<file path="src/rtl/fetch_pkg.sv">
// Shared definitions for the instruction fetch unit: state encodings, next-PC
// select codes, buffer entry layout and default buffer depth.
package fetch_pkg;

    localparam int unsigned FETCH_DEPTH = 2;

    localparam int unsigned SEL_PC_WIDTH = 2;
    localparam logic [SEL_PC_WIDTH-1:0] SEL_PC_ADD4 = 2'd0;
    localparam logic [SEL_PC_WIDTH-1:0] SEL_PC_JAL  = 2'd1;
    localparam logic [SEL_PC_WIDTH-1:0] SEL_PC_JALR = 2'd2;

    localparam logic [1:0] ST_BOOT  = 2'd0;
    localparam logic [1:0] ST_RUN   = 2'd1;
    localparam logic [1:0] ST_DRAIN = 2'd2;

    typedef struct packed {
        logic [31:0] code;
        logic [31:0] pc;
    } fetch_entry_t;

    function automatic logic [31:0] align_word(input logic [31:0] addr);
        return {addr[31:2], 2'b00};
    endfunction

endpackage

</file>
<file path="src/rtl/fetch_buf.sv">
// DEPTH-entry synchronous FIFO of 64-bit fetch entries with flush, used as the
// instruction buffer between memory responses and decode.
module fetch_buf
    import fetch_pkg::*;
#(
    parameter int unsigned DEPTH = FETCH_DEPTH,
    localparam int unsigned PTR_W = (DEPTH > 1) ? $clog2(DEPTH) : 1,
    localparam int unsigned CNT_W = $clog2(DEPTH + 1)
) (
    input  logic             clk,
    input  logic             rst,
    input  logic             flush,
    input  logic             push,
    input  logic [63:0]      push_data,
    input  logic             pop,
    output logic [63:0]      head,
    output logic             full,
    output logic             empty,
    output logic [CNT_W-1:0] count
);

    logic [63:0]      mem [DEPTH];
    logic [PTR_W-1:0] wr_ptr, rd_ptr;
    logic [CNT_W-1:0] cnt;
    logic             do_push, do_pop;

    function automatic logic [PTR_W-1:0] ptr_inc(input logic [PTR_W-1:0] p);
        return (p == PTR_W'(DEPTH - 1)) ? '0 : p + PTR_W'(1);
    endfunction

    assign empty   = (cnt == '0);
    assign full    = (cnt == CNT_W'(DEPTH));
    assign count   = cnt;
    assign head    = mem[rd_ptr];
    assign do_pop  = pop & ~empty & ~flush;
    assign do_push = push & ~flush & (~full | do_pop);

    always_ff @(posedge clk) begin
        if (do_push) begin
            mem[wr_ptr] <= push_data;
        end
    end

    always_ff @(posedge clk) begin
        if (rst || flush) begin
            wr_ptr <= '0;
            rd_ptr <= '0;
            cnt    <= '0;
        end else begin
            if (do_push) begin
                wr_ptr <= ptr_inc(wr_ptr);
            end
            if (do_pop) begin
                rd_ptr <= ptr_inc(rd_ptr);
            end
            if (do_push && !do_pop) begin
                cnt <= cnt + CNT_W'(1);
            end else if (!do_push && do_pop) begin
                cnt <= cnt - CNT_W'(1);
            end
        end
    end

endmodule

</file>
<file path="src/rtl/fetch.sv">
// Instruction fetch unit: issues sequential word requests, buffers in-order
// responses for decode and discards stale responses after a redirect.
module fetch
    import fetch_pkg::*;
#(
    parameter logic [31:0] RESET_PC = 32'h0000_0000,
    parameter int unsigned DEPTH    = FETCH_DEPTH
) (
    input  logic                    clk,
    input  logic                    rst,
    output logic                    imem_req,
    output logic [31:0]             imem_addr,
    input  logic                    imem_gnt,
    input  logic                    imem_rvalid,
    input  logic [31:0]             imem_rdata,
    output logic [31:0]             code,
    output logic [31:0]             pc,
    output logic                    code_valid,
    input  logic                    code_ready,
    input  logic [SEL_PC_WIDTH-1:0] pc_sel,
    input  logic                    branch_taken,
    input  logic [31:0]             jump_target,
    output logic                    pc_misalign
);

    localparam int unsigned CNT_W = $clog2(DEPTH + 1);
    localparam int unsigned SUM_W = CNT_W + 1;

    logic [1:0]       state, state_d;
    logic [31:0]      fetch_pc, fetch_pc_d;
    logic [31:0]      resp_pc, resp_pc_d;
    logic [CNT_W-1:0] outstanding, outstanding_d;
    logic [CNT_W-1:0] drop_cnt, drop_cnt_d;
    logic [CNT_W-1:0] buf_count;
    logic [SUM_W-1:0] in_use;
    logic             buf_full, buf_empty;
    logic             accept, redirect, grant, resp_take, push;
    fetch_entry_t     head, push_entry;

    assign accept    = code_valid & code_ready;
    assign redirect  = accept & ((pc_sel != SEL_PC_ADD4) | branch_taken);
    assign resp_take = imem_rvalid & (outstanding != '0);

    // A slot being popped this cycle is already free for a new request.
    assign in_use    = SUM_W'(outstanding) + SUM_W'(buf_count) - SUM_W'(accept);
    assign imem_req  = (state != ST_BOOT) & ~redirect & (in_use < SUM_W'(DEPTH));
    assign imem_addr = fetch_pc;
    assign grant     = imem_req & imem_gnt;

    assign push       = (state == ST_RUN) & resp_take & ~redirect & ~buf_full;
    assign push_entry = '{code: imem_rdata, pc: resp_pc};

    assign code_valid = ~buf_empty;
    assign code       = buf_empty ? '0 : head.code;
    assign pc         = buf_empty ? RESET_PC : head.pc;

    fetch_buf #(
        .DEPTH (DEPTH)
    ) u_buf (
        .clk       (clk),
        .rst       (rst),
        .flush     (redirect),
        .push      (push),
        .push_data (push_entry),
        .pop       (accept),
        .head      (head),
        .full      (buf_full),
        .empty     (buf_empty),
        .count     (buf_count)
    );

    always_comb begin
        state_d       = state;
        fetch_pc_d    = fetch_pc;
        resp_pc_d     = resp_pc;
        outstanding_d = outstanding;
        drop_cnt_d    = drop_cnt;
        case (state)
            ST_BOOT: state_d = ST_RUN;
            ST_RUN: begin
                if (redirect) begin
                    fetch_pc_d    = align_word(jump_target);
                    resp_pc_d     = align_word(jump_target);
                    outstanding_d = '0;
                    drop_cnt_d    = resp_take ? outstanding - CNT_W'(1) : outstanding;
                    state_d       = (drop_cnt_d != '0) ? ST_DRAIN : ST_RUN;
                end else begin
                    if (grant) begin
                        fetch_pc_d = fetch_pc + 32'd4;
                    end
                    if (resp_take) begin
                        resp_pc_d = resp_pc + 32'd4;
                    end
                    if (grant && !resp_take) begin
                        outstanding_d = outstanding + CNT_W'(1);
                    end else if (!grant && resp_take) begin
                        outstanding_d = outstanding - CNT_W'(1);
                    end
                end
            end
            ST_DRAIN: begin
                // Target-stream requests are tracked in outstanding; stale ones in drop_cnt.
                if (grant) begin
                    fetch_pc_d    = fetch_pc + 32'd4;
                    outstanding_d = outstanding + CNT_W'(1);
                end
                if (imem_rvalid && drop_cnt != '0) begin
                    drop_cnt_d = drop_cnt - CNT_W'(1);
                end
                if (drop_cnt_d == '0) begin
                    state_d = ST_RUN;
                end
            end
            default: state_d = ST_BOOT;
        endcase
    end

    always_ff @(posedge clk) begin
        if (rst) begin
            state       <= ST_BOOT;
            fetch_pc    <= RESET_PC;
            resp_pc     <= RESET_PC;
            outstanding <= '0;
            drop_cnt    <= '0;
            pc_misalign <= 1'b0;
        end else begin
            state       <= state_d;
            fetch_pc    <= fetch_pc_d;
            resp_pc     <= resp_pc_d;
            outstanding <= outstanding_d;
            drop_cnt    <= drop_cnt_d;
            pc_misalign <= redirect & jump_target[1];
        end
    end

endmodule

</file>
<file path="config.mk">
export PLATFORM = sky130hd
export DESIGN_NAME = fetch
export DESIGN_NICKNAME = d
export VERILOG_FILES = /design/src/rtl/fetch_pkg.sv /design/src/rtl/fetch_buf.sv /design/src/rtl/fetch.sv
export SDC_FILE = /design/constraint.sdc
export NUM_CORES = 1
export LEC_CHECK = 0
export CORE_MARGIN = 3
export CORE_UTILIZATION = 40
export CTS_CLUSTER_DIAMETER = 200
export DETAILED_ROUTE_END_ITERATION = 12
export DONT_BUFFER_PORTS = 1
export GPL_ROUTABILITY_DRIVEN = 1
export PLACE_DENSITY = 0.65
export SLEW_MARGIN = 20
export SYNTH_ARGS = -nofsm -noshare
export SYNTH_HDL_FRONTEND = slang
export SYNTH_SLANG_ARGS = --single-unit
</file>
<file path="constraint.sdc">
create_clock -name clk -period 6.39 [get_ports clk]
set_input_delay 0 -clock clk [delete_from_list [all_inputs] [get_ports clk]]
set_output_delay 0 -clock clk [all_outputs]
set_load 0.01 [all_outputs]
</file>
==> results.yml, run 1 <==
global_routing:
  grt_max_degree: 64
  overflow: 0
  antenna_found_initial: 6
  grt_pass1_wl_mm: 39.92
  grt_use_total: 0.1954
  first_global_vias: 6663
clock_network:
  h-tree-depth: 4
  path_clk_slew_ns: 0.08
  cts_resized: 0
  insertion_delay_ns: 0.43
  cts_tree: "built"
  clk_path_buf_depth: 2
  cts_hold_buf: 69
  clock_sinks: 196
  cts_buffers: 17
  postCtsSetupBuffers: 0
  clockRootBuffer: "clkbuf_16"
logic_synthesis:
  ys.flop_type: "edfxtp_1"
  synth_cells: 889
  synth_edf_count: 124
  yosysSeqAreaShare: 0.5429
  yosys_warnings: 0
  syn_avg_cell_area_um2: 10.70
  syn_area_um2: 9513
  ys_types: 79
  ys_seq_elements: 196
  synthArstFlopShare: 0
setup_path:
  start_kind: "flop"
  critPathCaptureType: "flop"
  worst-path-buf-inv: 2
  critical_path_class: "flop to flop"
  critPathTopFamily: "simple AND/OR/NAND/NOR gates"
  crit_required_ns: 6.77
  max_stage_delay_ns: 0.55
  critical_path_arrival_ns: 4.54
  cp_cell_sequence: "o21ai_4 -> inv_2 -> ha_1 -> nand2b_1 -> fa_1 -> and3b_1 -> o211ai_2 -> nand4bb_2 -> or4_1 -> a31oi_1 -> dlygate4sd3_1"
  cp_max_fo: 13
  critPathSlowestCell: "dlygate4sd3_1"
route:
  ant_nets: 0
  wl_per_cell_um: 20.72
  firstDrtPassIters: 5
  vias: 7325
  drc_errors: 0
  wirelength_mm: 26.02
  drt_iter0_markers: 643
  vias_per_cell: 5.832
power_and_ir_drop:
  leakagePower_uw: 0.003434
  combPwrFrac: 0.278
  p_sw_uw: 1347
  p_int_uw: 2345
  switching_share: 0.3649
  seq_power_share: 0.436
  power_frac_clock: 0.286
  power_density_nw_per_um2: 333.3
  peakVddDrop_mv: 0.2733
hold_path:
  min_path_type: "input pin to flop"
outcome:
  run_status: "finished clean"
floorplan:
  rows: 55
  start_util: 0.4139
  die_width_um: 160.2
  dieHeight_um: 160.2
  core-area_um2: 22980
  die_area_um2: 25670
  io_pins: 171
layout:
  synthToLayoutAreaGrowth_pct: 16.44
  final_util: 0.4819
  instances_no_fill: 1256
  drive_above_1_share: 0.08183
  fin_nets: 1014
sta:
  max_freq_ghz: 0.2405
  skew_ns: 0.01039
  finalCriticalPeriod_ns: 4.158
  grt_setup_unrepaired: "false"
  period_share: 0.6507
  max_slew_margin: 0.2442
  finalHoldViolCount: 0
  slew_viol_final: 0
  hold_ws_ns: 0.07572
  fin_setup_tns_ns: 0
  tightest_slew_ns: 1.123
  setup_viol: 0
job:
  maxCapViolations: 0
placed_design:
  place_congestion: 0.8967
  dp_cells: 1153
  portBuffers: 0
  place.detailed.hpwl_mm: 16.96
-- layout make-up --
class,count,area (um^2)
Fill cell,2110,11910
Clock inverter,14,152.6
Timing Repair Buffer,80,810.8
Tap cell,313,391.6
Multi-Input combinational cell,608,4025
Clock buffer,17,425.4
Inverter,26,97.59
Sequential cell,196,5169
Antenna cell,2,5.005
-- through the flow --
stage	worst slack, ns	cell area (um^2)	power, uW
2_1_floorplan	1.662	9524	2369
3_3_place_gp	2.573	9757	2576
3_5_place_dp	2.534	9757	2595
4_1_cts	2.254	11040	3708
5_1_grt	2.024	11070	3888
6_report	2.232	11080	3692
-- path summary, 6_finish.rpt --
| path | from | slack, ns | cells past startpoint | to |
|---|---|---|---|---|
| min | code_ready | 0.08 | 4 | flop |
| max | u_buf.count[1]$_SDFFE_PP0P_ | 2.23 | 11 | imem_addr[23]$_SDFFE_PP0P_ |
| max reg2reg | u_buf.count[1]$_SDFFE_PP0P_ | 2.23 | 11 | imem_addr[23]$_SDFFE_PP0P_ |
| min reg2reg | state[1]$_SDFFE_PP0P_ | 0.49 | 2 | state[1]$_SDFFE_PP0P_ |
-- cell families (layout without fill, tap and decap cells) --
group,count (synthesis),after routing,synth area share
simple gates,312,312,0.1751
compound gates,202,202,0.1452
flops,196,196,0.5429
buf+inv,88,137,0.03801
mux,66,66,0.06958
fa+ha+maj,13,13,0.01789
xor+xnor,11,11,0.01092
other cells,1,6,0.0003942
-- worst min-delay path: stages --
cell	delay, ns
o21ai_4	0.08
inv_2	0.17
xnor2_1	0.16
nor3_1	0.05
-- Yosys cell counts (5+ instances only) --
cell,n,area share
nor3_1,18,0.0095
clkbuf_1,41,0.016
a21o_1,6,0.0047
edfxtp_1,124,0.39
nor2b_1,5,0.0033
o31ai_1,13,0.010
nand2_1,44,0.017
nor2_1,99,0.039
o211ai_1,6,0.0047
nor4_2,5,0.0066
or4_1,8,0.0063
dfxtp_1,72,0.15
nand3_1,33,0.017
and3_1,19,0.012
o22ai_1,7,0.0046
o21ai_0,36,0.019
a31oi_1,13,0.0085
mux2i_1,65,0.068
inv_1,24,0.0095
a211oi_1,20,0.016
and2_1,5,0.0033
and4_1,9,0.0083
nor4_1,12,0.0079
a21oi_1,52,0.027
ha_1,12,0.016
or3_1,13,0.0085
xnor2_1,8,0.0074
nand4_1,19,0.012
buf_2,13,0.0068
-- flip-flops by register name, summed over array words and instances, names as in the netlist, named ones only --
register      flops
resp_pc          30
u_buf.count       2
u_buf.rd_ptr      1
u_buf.wr_ptr      1
drop_cnt          2
pc_misalign       1
outstanding       2
imem_addr        30
state             2
u_buf.mem       124
-- power groups by stage --
stage	sequential [uW]	combinational, uW	clock (uW)
3_5_place_dp	1660	930	0
6_report	1610	1030	1050
5_1_grt	1630	1130	1130
2_1_floorplan	1590	781	0
4_1_cts	1640	993	1080
3_3_place_gp	1660	915	0
-- cells in the final DEF (no fill, tap or decap), types with 12 or more instances in the layout --
cell type and n:
nor2_1 97, o31ai_1 13, inv_1 24, or3_1 13, nand4_1 19, nand2_1 44, edfxtp_1 124, mux2i_1 65
dfxtp_1 71, nor3_1 18, clkbuf_16 17, and3_1 19, dlygate4sd3_1 68, nand3_1 33, nor4_1 12, a211oi_1 20
a31oi_1 13, a21oi_1 51, ha_1 12, o21ai_0 35
-- layer usage --
layer / GRT usage / up-vias / share of wire / routed length, um
met5: 0 / - / 0.0018 / 47
met3: 0.07678 / 30 / 0.11 / 2823
li1: - / 3452 / - / -
met4: 0.04103 / 10 / 0.013 / 346
met2: 0.2924 / 325 / 0.44 / 11530
met1: 0.2699 / 3508 / 0.43 / 11270
No activity file was read; power rests on OpenSTA's default activity.
==> run 2: changes to the inputs <==
==> constraint.sdc (replaced) <==
create_clock -name clk -period 4.2 [get_ports clk]
set_input_delay 0 -clock clk [delete_from_list [all_inputs] [get_ports clk]]
set_output_delay 0 -clock clk [all_outputs]
set_load 0.01 [all_outputs]
==> results.yml, run 2 (synthesis results as in run 1) <==
power_and_ir_drop:
  peakVddDrop_mv: 0.5288
  power_density_nw_per_um2: 507.5
  leakagePower_uw: 0.003473
floorplan:
  io_pins: 171
  die_area_um2: 25670
  dieHeight_um: 160.2
  die_width_um: 160.2
  core-area_um2: 22980
  rows: 55
  start_util: 0.4139
setup_path:
  critPathTopFamily: "buffers and inverters"
  max_stage_delay_ns: 0.55
  cp_cell_sequence: "o21ai_4 -> inv_2 -> ha_1 -> nand2b_1 -> fa_1 -> and3b_1 -> o211ai_2 -> inv_1 -> nand4_1 -> mux2_2 -> a21oi_1 -> dlygate4sd3_1"
  crit_cells: 12
  critical_path_arrival_ns: 4.03
  r2r_slack_ns: 0.56
  critical_path_class: "flop to flop"
  critPathCaptureType: "flop"
  critPathSlowestCell: "dlygate4sd3_1"
  worst_r2r_path_depth: 12
  start_kind: "flop"
  reg2reg_to: "imem_addr[5]$_SDFFE_PP0P_"
  rr_startpoint: "u_buf.count[1]$_SDFFE_PP0P_"
  crit_required_ns: 4.59
  cp_max_fo: 10
  worst-path-buf-inv: 3
global_routing:
  grt_max_degree: 64
  grt_pass1_wl_mm: 39.85
  grt_use_total: 0.1950
  overflow: 0
  antenna_found_initial: 7
  first_global_vias: 6957
clock_network:
  path_clk_slew_ns: 0.08
  h-tree-depth: 4
  postCtsSetupBuffers: 0
  cts_buffers: 17
  clk_path_buf_depth: 2
  clock_sinks: 196
  clockRootBuffer: "clkbuf_16"
  insertion_delay_ns: 0.44
  cts_resized: 0
  cts_tree: "built"
sta:
  skew_ns: 0.01329
  finalWorstSetupSlack_ns: 0.5577
  finalHoldViolCount: 0
  fin_setup_tns_ns: 0
  max_slew_margin: 0.3202
  max_freq_ghz: 0.2746
  finalCriticalPeriod_ns: 3.642
  period_share: 0.8672
  grt_setup_unrepaired: "false"
  setup_viol: 0
  slew_viol_final: 0
  tightest_slew_ns: 1.010
hold_path:
  holdPathStages: 4
  min_to: "u_buf.rd_ptr$_SDFFE_PP0P_"
  min_path_type: "input pin to flop"
  hp-start: "code_ready"
route:
  drt_iter0_markers: 592
  ant_nets: 0
  drc_errors: 0
  firstDrtPassIters: 5
  vias: 7362
  wirelength_mm: 25.47
  vias_per_cell: 5.838
  wl_per_cell_um: 20.20
placed_design:
  place_congestion: 0.9155
  place.detailed.hpwl_mm: 17.05
  dp_cells: 1158
  portBuffers: 0
  pre_cts_ws_ns: 0.6310
layout:
  regArea_um2: 5169
  final_common_cell: "edfxtp_1"
  synthToLayoutAreaGrowth_pct: 17.26
  fin_nets: 1016
  largest_register_ffs: 124
  drive_above_1_share: 0.08686
  multi_input_area_um2: 4040
  instances_no_fill: 1261
  layout_common_cells: "124 x edfxtp_1, 97 x nor2_1, 71 x dfxtp_1, 66 x dlygate4sd3_1, 65 x mux2i_1"
  n_fill_cell: 2074
  top_register: "u_buf.mem"
  final_util: 0.4853
job:
  maxCapViolations: 0
outcome:
  run_status: "finished clean"
## run 2: changes by cell type in the layout (fill, tap and decap cells not counted), moves of 2 or more
| cell | delta |
|---|---|
| inv_8 | -2 |
| diode_2 | +2 |
| clkinv_8 | +5 |
| buf_12 | +2 |
| buf_4 | +3 |
| dlygate4sd3_1 | -2 |
## run 2: worst max path at each step
stage                                startpoint                          end  slack (ns)
floorplan           outstanding[0]$_SDFFE_PP0P_   u_buf.mem[0][10]$_DFFE_PP_        0.65
global placement    u_buf.count[1]$_SDFFE_PP0P_  outstanding[0]$_SDFFE_PP0P_        0.72
detailed placement  u_buf.count[1]$_SDFFE_PP0P_  outstanding[0]$_SDFFE_PP0P_        0.63
CTS                 u_buf.count[1]$_SDFFE_PP0P_    imem_addr[5]$_SDFFE_PP0P_        0.59
global route        u_buf.count[1]$_SDFFE_PP0P_    imem_addr[5]$_SDFFE_PP0P_        0.40
finish              u_buf.count[1]$_SDFFE_PP0P_    imem_addr[5]$_SDFFE_PP0P_        0.56
## run 2: stage by stage
stage	cell area, um^2	power (uW)	hold slack, ns
3_5_place_dp	9827	3962	0.07744
2_1_floorplan	9527	3601	0.09887
6_report	11150	5660	0.07563
3_3_place_gp	9827	3933	0.07747
5_1_grt	11150	5953	0.1224
4_1_cts	11140	5689	0.06510
## run 2: power by group
group	switching (uW)	total [uW]	internal, uW
clock network	830	1650	817
registers	231	2460	2230
logic	1010	1550	540
total	2070	5660	3590
## run 2: layout make-up
type / instances / share of cell area
clock inverters: 15 / 0.01750
multi-input cells: 608 / 0.3622
inverters: 26 / 0.008749
diodes: 4 / 0.0008974
clock buffers: 17 / 0.03814
flip-flops and latches: 196 / 0.4634
repair buffers: 82 / 0.07403
well taps: 313 / 0.03511
## run 2: per-layer routing
layer  vias to the layer above  part of all wire  global-route usage
met3                        45              0.11             0.07160
li1                       3460                 -                   -
met2                       370              0.44              0.2976
met4                         8             0.018             0.05089
met5                         -            0.0018                   0
met1                      3479              0.43              0.2635
## run 2: tightest hold or removal path, cell delays in order
cell and delay [ns]:
o21ai_4 0.09, inv_2 0.17, xnor2_1 0.16, nor3_1 0.05
## run 2: timing repair
item                                    CTS  global route
hold buffers                             67             0
hold endpoints to repair                135             0
endpoints found under the setup margin    0             0
==> run 3: changes to the inputs <==
--- a/config.mk
+++ b/config.mk
@@ -5,13 +5,15 @@
 export SDC_FILE = /design/constraint.sdc
 export NUM_CORES = 1
 export LEC_CHECK = 0
+export ABC_CLOCK_PERIOD_IN_PS = 4200
+export BUFFER_PORTS_ARGS = -buffer_cell sky130_fd_sc_hd__buf_2
 export CORE_MARGIN = 3
 export CORE_UTILIZATION = 40
 export CTS_CLUSTER_DIAMETER = 200
 export DETAILED_ROUTE_END_ITERATION = 12
-export DONT_BUFFER_PORTS = 1
 export GPL_ROUTABILITY_DRIVEN = 1
-export PLACE_DENSITY = 0.65
+export PLACE_DENSITY = 0.71
+export REMOVE_ABC_BUFFERS = 1
 export SLEW_MARGIN = 20
 export SYNTH_ARGS = -nofsm -noshare
 export SYNTH_HDL_FRONTEND = slang
==> results.yml, run 3 (synthesis results as in run 1) <==
outcome:
  run_status: "finished clean"
route:
  ant_nets: 0
  firstDrtPassIters: 5
  vias_per_cell: 5.577
  vias: 7891
  drc_errors: 0
  wl_per_cell_um: 17.72
  drt_iter0_markers: 667
  wirelength_mm: 25.07
setup_path:
  max_stage_delay_ns: 0.51
  cp_common_cell: "ha_1"
  critPathCaptureType: "flop"
  r2r_slack_ns: 0.60
  critPathTopFamily: "adder cells"
  critical_path_arrival_ns: 3.96
  cp_cell_sequence: "o21ai_4 -> inv_2 -> ha_1 -> nand2b_1 -> fa_1 -> and3b_1 -> o211ai_2 -> inv_1 -> ha_1 -> a221o_1 -> or3_1 -> a21oi_1"
  critPathSlowestCell: "fa_1"
  start_kind: "flop"
  crit_required_ns: 4.56
  cp_max_fo: 10
  critical_path_class: "flop to flop"
  worst-path-buf-inv: 2
clock_network:
  cts_tree: "built"
  clockRootBuffer: "clkbuf_16"
  h-tree-depth: 4
  insertion_delay_ns: 0.44
  path_clk_slew_ns: 0.07
  clock_sinks: 196
  postCtsSetupBuffers: 0
  cts_buffers: 17
  clk_path_buf_depth: 2
placed_design:
  pre_cts_ws_ns: 0.6667
  place.detailed.hpwl_mm: 16.36
  place_congestion: 0.9056
  portBuffers: 165
sta:
  finalCriticalPeriod_ns: 3.602
  max_freq_ghz: 0.2776
  fin_setup_tns_ns: 0
  finalWorstSetupSlack_ns: 0.5980
  max_slew_margin: 0.3388
  hold_ws_ns: 0.03030
  grt_setup_unrepaired: "false"
  slew_viol_final: 0
  setup_viol: 0
  tightest_slew_ns: 0.9827
  finalHoldViolCount: 0
  skew_ns: 0.01357
  period_share: 0.8576
layout:
  synthToLayoutAreaGrowth_pct: 24.28
  fin_nets: 1174
  drive_above_1_share: 0.2196
  largest_register_ffs: 124
  top_register: "u_buf.mem"
  layout_common_cells: "165 x buf_2, 124 x edfxtp_1, 97 x nor2_1, 71 x dfxtp_1, 65 x mux2i_1"
  diodes: 0
  final_common_cell: "buf_2"
global_routing:
  grt_use_total: 0.1899
  antenna_found_initial: 0
  first_global_vias: 7307
  overflow: 0
  grt_max_degree: 63
  grt_pass1_wl_mm: 39.46
power_and_ir_drop:
  leakagePower_uw: 0.004189
  power_density_nw_per_um2: 489.2
  peakVddDrop_mv: 0.3266
floorplan:
  core-area_um2: 22980
  io_pins: 171
  die_area_um2: 25670
  die_width_um: 160.2
  dieHeight_um: 160.2
  rows: 55
  start_util: 0.4139
job:
  maxCapViolations: 0
hold_path:
  min_path_type: "input pin to flop"
run 3: cell count changes in the layout (fill, tap and decap cells not counted), moves of 2 or more:
| cell | previous run | this run |
|---|---|---|
| buf_2 | 0 | 165 |
| clkinv_8 | 7 | 1 |
| dlygate4sd3_1 | 66 | 61 |
| diode_2 | 4 | 0 |
| clkinv_4 | 0 | 3 |
| clkinv_1 | 1 | 3 |
run 3: worst paths after layout:
kind	depth (start not counted)	from	endpoint
max	12	u_buf.count[1]$_SDFFE_PP0P_	outstanding[0]$_SDFFE_PP0P_
min	5	jump_target[9]	resp_pc[9]$_SDFFE_PP0P_
max reg2reg	12	u_buf.count[1]$_SDFFE_PP0P_	outstanding[0]$_SDFFE_PP0P_
min reg2reg	2	state[1]$_SDFFE_PP0P_	state[1]$_SDFFE_PP0P_
run 3: timing repair:
action	CTS	global route
resized for setup	0	0
endpoints found under the hold margin	111	0
hold buffers	61	0
run 3: metrics by stage:
step                total power [uW]  cells  utilization  cell area [um^2]
CTS                             5810   1415       0.5144             11820
detailed placement              4161   1322       0.4628             10640
global placement                4120   1322       0.4628             10640
floorplan                       3556    830            -              9260
global route                    6080   1415       0.5144             11820
finish                          5784   1415       0.5144             11820
run 3: final cells by class:
type / count / area, um^2
clock inverters: 14 / 145.1
repair buffers: 240 / 1567
well taps: 313 / 391.6
flip-flops and latches: 196 / 5169
multi-input cells: 608 / 4024
clock buffers: 18 / 429.2
inverters: 26 / 97.59
fillers: 2065 / 11160
run 3: power by group:
group	internal [uW]	switching (uW)	leakage, uW
Clock	838	762	0.000278
Sequential	2230	209	0.00171
Combinational	663	1080	0.00220
run 3: tightest hold or removal path, delay by kind of cell:
kind            cells  cell delay [ns]
compound gates      2             0.13
buf+inv             1             0.13
simple gates        2             0.16
run 3: per-layer routing:
layer | track usage | vias to the layer above | wire length (um)
li1 | - | 3772 | -
met1 | 0.2703 | 3754 | 11410
met2 | 0.2856 | 333 | 11190
met3 | 0.04851 | 32 | 2126
met4 | 0.05799 | 0 | 341
met5 | 0 | - | 0
